## src/rtl/smj_pkg.sv

```systemverilog
`default_nettype none
// ============================================================================
// Module   : smj_pkg
// Purpose  : Shared types, constants and tile helpers for smj_stream_judge.
// Revision : 1.0 - initial release
// ============================================================================
package smj_pkg;

  localparam int NUM_KINDS  = 34;
  localparam int HONOR_BASE = 27;

  localparam logic [1:0] RES_NONE = 2'b00;
  localparam logic [1:0] RES_WIN  = 2'b01;
  localparam logic [1:0] RES_BAD  = 2'b10;
  localparam logic [1:0] RES_7P   = 2'b11;

  typedef enum logic [1:0] {
    SUIT_MAN   = 2'd0,
    SUIT_PIN   = 2'd1,
    SUIT_SOU   = 2'd2,
    SUIT_HONOR = 2'd3
  } suit_t;

  typedef struct packed {
    suit_t      suit;
    logic [3:0] rank;
  } tile_t;

  // One saturating 3-bit counter per tile kind
  typedef logic [NUM_KINDS-1:0][2:0] hist_t;

  typedef enum logic [2:0] {
    ST_IDLE     = 3'd0,
    ST_LOAD     = 3'd1,
    ST_VALIDATE = 3'd2,
    ST_CHECK    = 3'd3,
    ST_DONE     = 3'd4
  } state_t;

  // Histogram bin: suit*9 + rank-1 (honors land on 27..33)
  function automatic logic [5:0] tile_idx(input tile_t t);
    return (6'(t.suit) * 6'd9) + {2'b00, t.rank} - 6'd1;
  endfunction

  // Rank 0 is never legal; numbered suits stop at 9, honors at 7
  function automatic logic tile_legal(input tile_t t);
    if (t.rank == 4'd0) return 1'b0;
    if (t.suit == SUIT_HONOR) return (t.rank <= 4'd7);
    return (t.rank <= 4'd9);
  endfunction

endpackage
`default_nettype wire

```

## src/rtl/smj_stream_judge_if.sv

```systemverilog
`default_nettype none
// ============================================================================
// Module   : smj_stream_judge_if
// Purpose  : Tile stream in (valid/ready) and verdict pulse out.
// Revision : 1.0 - initial release
// ============================================================================
interface smj_stream_judge_if;
  import smj_pkg::*;

  logic       in_valid;
  tile_t      in_tile;
  logic       in_ready;
  logic       out_valid;
  logic [1:0] out_data;

  modport master (
    output in_valid, in_tile,
    input  in_ready, out_valid, out_data
  );

  modport slave (
    input  in_valid, in_tile,
    output in_ready, out_valid, out_data
  );
endinterface
`default_nettype wire

```

## src/rtl/smj_meld_check.sv

```systemverilog
`default_nettype none
// ============================================================================
// Module   : smj_meld_check
// Purpose  : Combinational test of one pair candidate: remove the pair, then
//            peel triplets/runs from the lowest bin upward; pass when the
//            histogram empties exactly.
// Revision : 1.0 - initial release
// ============================================================================
module smj_meld_check
  import smj_pkg::*;
(
  input  hist_t      hist,
  input  logic [5:0] cand,
  output logic       pass
);

  function automatic logic residue_clear(input hist_t h, input logic [5:0] p);
    logic [2:0] c [NUM_KINDS+2];
    logic       ok;
    for (int i = 0; i < NUM_KINDS; i++) c[i] = h[i];
    // two zero guard bins so a run probe past 33 reads empty
    c[NUM_KINDS]   = 3'd0;
    c[NUM_KINDS+1] = 3'd0;
    ok   = (h[p] >= 3'd2);
    c[p] = c[p] - 3'd2;
    for (int i = 0; i < NUM_KINDS; i++) begin
      if (c[i] >= 3'd3) c[i] = c[i] - 3'd3;
      if (c[i] != 3'd0) begin
        // leftovers must start runs: numbered tile, rank 1..7
        if ((i >= HONOR_BASE) || ((i % 9) > 6) || (c[i+1] < c[i]) || (c[i+2] < c[i])) begin
          ok = 1'b0;
        end else begin
          c[i+1] = c[i+1] - c[i];
          c[i+2] = c[i+2] - c[i];
          c[i]   = 3'd0;
        end
      end
    end
    return ok;
  endfunction

  // Evaluate the currently selected candidate
  always_comb begin
    pass = residue_clear(hist, cand);
  end

endmodule
`default_nettype wire

```

## src/rtl/smj_stream_judge.sv

```systemverilog
`default_nettype none
// ============================================================================
// Module   : smj_stream_judge
// Purpose  : Streams a 3*MELDS+2 tile hand into a histogram, validates it,
//            sweeps all 34 pair candidates through one meld checker and
//            emits a 2-bit verdict a fixed 36 cycles after the last tile.
//            Optional macro SMJ_SEVEN_PAIRS_EN adds the seven-pairs verdict.
// Revision : 1.0 - initial release
// ============================================================================
module smj_stream_judge
  import smj_pkg::*;
#(
  parameter int MELDS = 4
) (
  input  logic              clk,
  input  logic              rst,
  smj_stream_judge_if.slave bus
);

  localparam int               HAND_SIZE = 3 * MELDS + 2;
  localparam int               CNT_W     = $clog2(HAND_SIZE + 1);
  localparam logic [CNT_W-1:0] LAST_TILE = CNT_W'(HAND_SIZE - 1);
  localparam logic [5:0]       LAST_CAND = 6'(NUM_KINDS - 1);

  state_t           state;
  hist_t            hist;
  logic [CNT_W-1:0] tile_cnt;
  logic [5:0]       cand;
  logic             bad_flag;
  logic             win_flag;
  logic             sp_flag;
  logic             done_pulse;
  logic [1:0]       verdict;

  logic             accept;
  logic             tile_ok;
  logic [5:0]       idx;
  logic             over;
  logic             seven;
  logic             cand_pass;

  assign bus.in_ready  = (state == ST_IDLE) || (state == ST_LOAD);
  assign bus.out_valid = done_pulse;
  assign bus.out_data  = verdict;

  assign accept  = bus.in_valid && bus.in_ready;
  assign tile_ok = tile_legal(bus.in_tile);
  assign idx     = tile_idx(bus.in_tile);

  // Any bin above four copies makes the hand physically impossible
  always_comb begin
    over = 1'b0;
    for (int i = 0; i < NUM_KINDS; i++) begin
      if (hist[i] > 3'd4) over = 1'b1;
    end
  end

`ifdef SMJ_SEVEN_PAIRS_EN
  logic [5:0] pair_cnt;

  // Seven bins of exactly two; a quad never counts as two pairs
  always_comb begin
    pair_cnt = 6'd0;
    for (int i = 0; i < NUM_KINDS; i++) begin
      if (hist[i] == 3'd2) pair_cnt = pair_cnt + 6'd1;
    end
    seven = (MELDS == 4) && (pair_cnt == 6'd7);
  end
`else
  assign seven = 1'b0;
`endif

  smj_meld_check u_meld_check (
    .hist (hist),
    .cand (cand),
    .pass (cand_pass)
  );

  // Hand sequencer: load, validate, 34-cycle candidate sweep, verdict
  always_ff @(posedge clk or posedge rst) begin
    if (rst) begin
      state      <= ST_IDLE;
      hist       <= '0;
      tile_cnt   <= '0;
      cand       <= 6'd0;
      bad_flag   <= 1'b0;
      win_flag   <= 1'b0;
      sp_flag    <= 1'b0;
      done_pulse <= 1'b0;
      verdict    <= RES_NONE;
    end else begin
      done_pulse <= 1'b0;
      case (state)
        ST_IDLE, ST_LOAD: begin
          if (accept) begin
            if (tile_ok) begin
              if (hist[idx] != 3'd7) hist[idx] <= hist[idx] + 3'd1;
            end else begin
              bad_flag <= 1'b1;
            end
            tile_cnt <= tile_cnt + CNT_W'(1);
            state    <= (tile_cnt == LAST_TILE) ? ST_VALIDATE : ST_LOAD;
          end
        end
        ST_VALIDATE: begin
          if (over) bad_flag <= 1'b1;
          sp_flag <= seven;
          cand    <= 6'd0;
          state   <= ST_CHECK;
        end
        ST_CHECK: begin
          if (cand_pass) win_flag <= 1'b1;
          if (cand == LAST_CAND) state <= ST_DONE;
          else                   cand  <= cand + 6'd1;
        end
        ST_DONE: begin
          done_pulse <= 1'b1;
          verdict    <= bad_flag ? RES_BAD :
                        win_flag ? RES_WIN :
                        sp_flag  ? RES_7P  : RES_NONE;
          hist       <= '0;
          tile_cnt   <= '0;
          bad_flag   <= 1'b0;
          win_flag   <= 1'b0;
          sp_flag    <= 1'b0;
          state      <= ST_IDLE;
        end
        default: state <= ST_IDLE;
      endcase
    end
  end

endmodule
`default_nettype wire

```

## src/flat_wrapper.sv

```systemverilog
// flat-port wrapper written by rule: the top's interface ports become plain ports
module smj_stream_judge_flat import smj_pkg::*;
#(
  parameter int MELDS = 4
)
  (clk, rst, bus_in_valid, bus_in_tile, bus_in_ready, bus_out_valid, bus_out_data);
  smj_stream_judge_if bus_i ();
  input  logic clk;
  input  logic rst;
  input wire logic [$bits(bus_i.in_valid)-1:0] bus_in_valid;
  input wire logic [$bits(bus_i.in_tile)-1:0] bus_in_tile;
  output wire logic [$bits(bus_i.in_ready)-1:0] bus_in_ready;
  output wire logic [$bits(bus_i.out_valid)-1:0] bus_out_valid;
  output wire logic [$bits(bus_i.out_data)-1:0] bus_out_data;
  assign bus_i.in_valid = bus_in_valid;
  assign bus_i.in_tile = bus_in_tile;
  assign bus_in_ready = bus_i.in_ready;
  assign bus_out_valid = bus_i.out_valid;
  assign bus_out_data = bus_i.out_data;
  smj_stream_judge #(.MELDS(MELDS)) u_core (.clk(clk), .rst(rst), .bus(bus_i));
endmodule
```

## config.mk

```make
export PLATFORM = sky130hd
export DESIGN_NAME = smj_stream_judge_flat
export DESIGN_NICKNAME = d
export VERILOG_FILES = /design/src/rtl/smj_pkg.sv /design/src/rtl/smj_stream_judge_if.sv /design/src/rtl/smj_meld_check.sv /design/src/rtl/smj_stream_judge.sv /design/src/flat_wrapper.sv
export SDC_FILE = /design/constraint.sdc
export NUM_CORES = 1
export LEC_CHECK = 0
export ABC_AREA = 1
export ABC_CLOCK_PERIOD_IN_PS = 22000
export CORE_MARGIN = 2
export CORE_UTILIZATION = 58
export DETAILED_ROUTE_END_ITERATION = 10
export PLACE_DENSITY = 0.75
export SETUP_SLACK_MARGIN = 0.5
export SLEW_MARGIN = 25
export SYNTH_ARGS = -nofsm -noshare
export SYNTH_HDL_FRONTEND = slang
export SYNTH_HIERARCHICAL = 1
export SYNTH_SLANG_ARGS = --single-unit
```

## constraint.sdc

```tcl
create_clock -name clk -period 22 [get_ports clk]
set_input_delay 5.5 -clock clk [delete_from_list [all_inputs] [get_ports clk]]
set_output_delay 5.5 -clock clk [all_outputs]
set_load 0.02 [all_outputs]
```

# Word-level counts from Yosys, hierarchy flattened
# Index checks and enable logic that the tools add are counted.
# word_totals
wordCells,537
reg_bits,120
inputBits,9
output_inout_bits,4
# classes
order_cmp,118
bitwise_logic,1
n_mul,1
addsub,82
muxes,206
n_eq_ne,16
reduce_logical,72
# ops
cell,n
102-bit two-way mux,3
6-bit two-way mux,43
102-bit one-hot mux with 2 select lines,1
3-bit less-than comparator,42
3-bit two-way mux,42
3-bit subtractor,42
108-bit bitwise mux,1
"3-bit by 2-bit >= comparator with 1-bit output, second input constant",35
3-bit nonzero test,35
"3-bit by 2-bit subtractor with 3-bit output, second input constant",35
102-bit bitwise mux,1
"3-bit > comparator, second input constant",34
1-bit two-way mux,102
3-bit binary-select mux with 6-bit select,3
3-bit demux with 6-bit select,2
1-bit logical OR,22
"6-bit by 7-bit less-than comparator with 1-bit output, second input constant",2
"2-bit by 1-bit inequality test with 1-bit output, second input constant",6
6-bit one-hot mux with 2 select lines,1
3-bit one-hot mux with 3 select lines,1
4-bit one-hot mux with 2 select lines,1
2-bit AND reduction,4
4-bit AND reduction,2
"7-bit >= comparator, second input constant",1
28 further kinds,35

# Longest topological paths before layout
# logic_depth
word_depth,94
ltp_mapped,130
mapped_depth_nobuf,124

# By module
# Netlist, hierarchy kept.
# modules_own_cells
mod,seq_area_each_um2,n_inst,area_per_inst_um2,cells_each
smj_meld_check,0.0,1,10915.5,1723
smj_stream_judge,3002.9,1,6944.2,963

# Least setup slack after synthesis
# OpenSTA, ideal clock, no wires.
# synth_path
path_kind,reg-to-reg
start,register u_core.cand[1]
end,register u_core.win_flag
t_required_ns,21.935
setup_ns,0.065
path_slack_ns,6.083
stages_incl_launch_ff,112
path_buffers,6
period_less_slack_ns,15.917
arrival_time_ns,15.852
path_cell_list,dfrtp_1 > buf_6 > inv_4 > nor2_1 > inv_1 > nor2_1 > a221oi_1 > nand4_1 > a22o_1 > a2111oi_0 > ha_1 > inv_1 > clkbuf_1 > o21ai_0 > ha_1 > or2_2 > o21ai_2 > ha_1 > [... 76 more ...] > buf_2 > o21ai_0 > o21ai_0 > nand2_1 > inv_1 > ha_1 > ha_1 > nor2_1 > nand2_1 > nand2_1 > nand2_1 > nor2_1 > nand4_1 > a21oi_1 > nand3_1 > nor2_1 > nand2_1 > nand2_1
# synth_via
elab_chain_len,94
word_cells_on_any_way,354
cone_classes,77 x add/sub; 79 x order compare; 1 x eq/ne; 139 x mux; 1 x bitwise; 57 x reduce/logical
# synth_lines
item,line_no,text
from (decl),smj_stream_judge.sv:28,logic [5:0] cand;
from (signal assigned),smj_stream_judge.sv:114,else cand <= cand + 6'd1;
6-bit NOT with 7-bit output (not written as such),smj_meld_check.sv:25,c[p] = c[p] - 3'd2;
3-bit binary-select mux with 6-bit select (tied with other cells),smj_meld_check.sv:25,
3-bit two-way mux (not written as such) / 1-bit logical AND (equally long branches),smj_meld_check.sv:25,
3-bit two-way mux (not written as such),smj_meld_check.sv:25,
3-bit by 2-bit subtractor with 3-bit output / 3-bit demux with 6-bit select (equally long branches),smj_meld_check.sv:25,
108-bit bitwise mux,smj_meld_check.sv:25,
3-bit by 2-bit subtractor with 3-bit output / 3-bit by 2-bit >= comparator with 1-bit output (equally long branches),smj_meld_check.sv:27,if (c[i] >= 3'd3) c[i] = c[i] - 3'd3;
3-bit two-way mux,smj_meld_check.sv:27,
[... 71 more ...],n/a,
1-bit two-way mux,smj_meld_check.sv:30,if ((i >= HONOR_BASE) || ((i % 9) > 6) || (c[i+1] < c[i]) || (c[i+2] < c[i])) begin
1-bit two-way mux,smj_meld_check.sv:28,if (c[i] != 3'd0) begin
1-bit two-way mux,smj_meld_check.sv:30,
1-bit two-way mux (9 in series),smj_meld_check.sv:28,
1-bit two-way mux (*),smj_meld_check.sv:28,
net u_core.cand_pass,smj_stream_judge.sv:40,logic cand_pass;
2-bit by 1-bit inequality test with 1-bit output (no line) (*),n/a,
2-bit AND reduction (no line) (*),n/a,
to (signal assigned),smj_stream_judge.sv:87,win_flag <= 1'b0;
to (signal assigned),smj_stream_judge.sv:112,if (cand_pass) win_flag <= 1'b1;
to (signal assigned),smj_stream_judge.sv:124,win_flag <= 1'b0;
to (decl),smj_stream_judge.sv:30,logic win_flag;
# The timed path passes the listed nets; every way through them passes the cells marked *. The select of a mux whose other input is x is not followed.
# A chain may end at the register's enable or synchronous reset.

# Final worst setup path
# layout_path
start,register u_core.cand[0]
end,register u_core.win_flag
# The elaborated chain is that of the path after synthesis.

==> run metrics <==
die extent in y=179 um; Final period util=88.7%; GR peak layer=met2; GR Util met1=44.6%; Post-CTS Resized=0; DP HPWL=41.4 mm; setup bufs post-CTS=0; hold buffer count at cts=0; initial antenna violation count=0; WP data required=22380 ps; clk_lat worst skew=440 ps; synth warn=6; # diodes=0; total number of vias=17.6k; family with the most delay on the worst path=simple AND/OR/NAND/NOR gates; share of the synthesized area in the top cell type=16.8%; Post-Place Cells=3034; area delta synth->final=4.28%; GRT Resource Usage Total=33.4%; register bit count reported by yosys=120; drt drc=0; Post-Synth XOR/XNOR Area=3.89%; Post-Synthesis Cell Area=17900 um^2; CTS sink cnt=120; Synth Flop Type=dfrtp_1; Mapped Nets=2963; CP max stage delay=750 ps; CTS tree=built; grt ovf=0; Core Area=30400 um^2; critical path peak fanout=28; Vias/cell=5.75; sequential element share of the synthesized area=16.8%; largest family of logic cells by synthesized area=simple AND/OR/NAND/NOR gates; CP startpoint kind=register; Die Wd=179 um; number of port buffers=12; WS Path Type=reg -> reg; GR Layer Usage met2=54.7%; first-pass GRT wire length=87.4 mm; top cells by area, synth=dfrtp_1 17%, nand2_1 17%, ha_1 16%; total I/O pin count=13; Slew Limit Fails=0; Clock Tree Root=clkbuf_16; Final ANT Viol Nets=0; depth of the CTS H-tree=4; Design Area, Final=18600 um^2; data arrival time of the worst path=19900 ps; most frequent CP cell=nand2_1; WL final=54.1 mm; met3 usage=5.21%; Syn Inst Count=2686; Simple-Gate Fraction of Synth Area=32.1%; synth unique cells=67; share of cells above drive strength 1=8.65%; Starting Density=58.7%; Fin Clk Skew=18.9 ps; actual slew at the worst max-slew pin=1110 ps; Site Rows=64; Die ar.=32200 um^2; router iterations before antenna repair=8; EDFF count, synth=0; Non-Filler Instances=3066; commonest non-fill, non-tap cell in the layout=nand2_1; Slew HR=26.1%; CP max-delay cell=dfrtp_2; GPL Wtd Cong=1.05; FILL cells=2923; Hold Violations, Final=0; Post-DP Area=18000 um^2; element type at the critical path end=register; Syn Area/Cell=6.65 um^2; CTS Buffer Depth=2; Post-Synth Adder-Cell Area=20.3%; final setup vio count=0; MaxCap Viol Count=0; number of global-route vias before repair=16.7k; RSZ-0062 raised after global routing=no; crit path time final=19520 ps; routed len/inst=17.7 um; Hold Crit Class=reg -> reg; CTS Buf Count=17; crit path buf inv count=18; fmax=51.2 MHz; initial drt markers=1954; Compound-Gate Fraction of Synth Area=13.8%; commonest cells after routing, fill and taps aside=797 x nand2_1, 428 x inv_1, 231 x ha_1; Clock Pin Slew Worst Setup and Hold Paths=70 ps; status=finished clean; Synth area leader=dfrtp_1; largest net degree at the start of global routing=67; setup TNS=0 ps; asr flop ratio synth=100%; fin nets=2934; mux share of post-synthesis cell area=0.750%
-- metrics by stage --
step | utilization, % | setup slack, ps | hold slack (ps)
floorplan | - | 6080 | 443
global placement | 59.3 | 2780 | 492
detailed placement | 59.3 | 2460 | 501
CTS | 61.2 | 2410 | 512
global route | 61.2 | 635 | 535
finish | 61.2 | 2480 | 511
-- state kept, by name, indices dropped and copies added, names as in the netlist --
register / flops
u_core/bus.out_data: 2
u_core/bad_flag: 1
u_core/tile_cnt: 4
u_core/hist: 102
u_core/cand: 6
u_core/state: 3
u_core/win_flag: 1
u_core/bus.out_valid: 1
-- cell families after synthesis --
family / count (synthesis)
simple gates: 1280
buf+inv: 520
compound gates: 416
fa+ha+maj: 268
flops: 120
xor+xnor: 69
mux: 13
-- routing by layer --
metal	share of wire, %	routed length, um
met1	42	22800
met4	4.5	2460
met3	9.0	4860
met2	44	24000
met5	0	0
-- worst reg2reg max path: cells and delay by family (launching register included) --
family	cells	cell delay (ps)
buffers and inverters	18	2070
muxes	1	290
AOI/OAI and AO/OA	22	4630
adders and majority gates	23	5320
and+or+nand+nor	45	6360
DFF	1	750
-- cells in the mapped netlist (12+ instances only) --
master,number
nand2_1,797
inv_1,429
ha_1,231
o21ai_0,204
nor2_1,180
dfrtp_1,120
nand3_1,117
a21oi_1,74
fa_1,37
nand4_1,37
nand2_2,36
xnor2_1,36
o22ai_1,31
buf_6,27
xor2_1,24
inv_2,23
o21ai_2,23
o21a_1,21
o21ai_1,20
clkbuf_1,18
nand3_2,18
buf_2,15
nor2_4,15
nor3_1,14
nor2_2,13
mux2i_1,12
-- final timing paths --
kind                                         from  slack, ps  cells after the start                     end
min in group asynchronous                     rst       5500                      2         u_core/hist[98]
max reg2reg                        u_core/cand[0]       2480                    109         u_core/win_flag
max                                u_core/cand[0]       2480                    109         u_core/win_flag
max in group asynchronous                     rst      15150                      3         u_core/hist[73]
min                        u_core/bus.out_data[0]        510                      1  u_core/bus.out_data[0]
min reg2reg                u_core/bus.out_data[0]        510                      1  u_core/bus.out_data[0]
-- area by class of cell --
class / instances / area, um^2 / share of cell area (%)
Clock buffer: 17 / 425 / 2.28
Multi-Input combinational cell: 2046 / 12700 / 68.0
Sequential cell: 120 / 3000 / 16.1
Tap cell: 396 / 495 / 2.66
Timing Repair Buffer: 16 / 150 / 0.806
Inverter: 456 / 1720 / 9.26
Clock inverter: 15 / 166 / 0.894
Power is not shown: default switching activity piles up to over one toggle a cycle in this logic, so the estimate is an artifact.
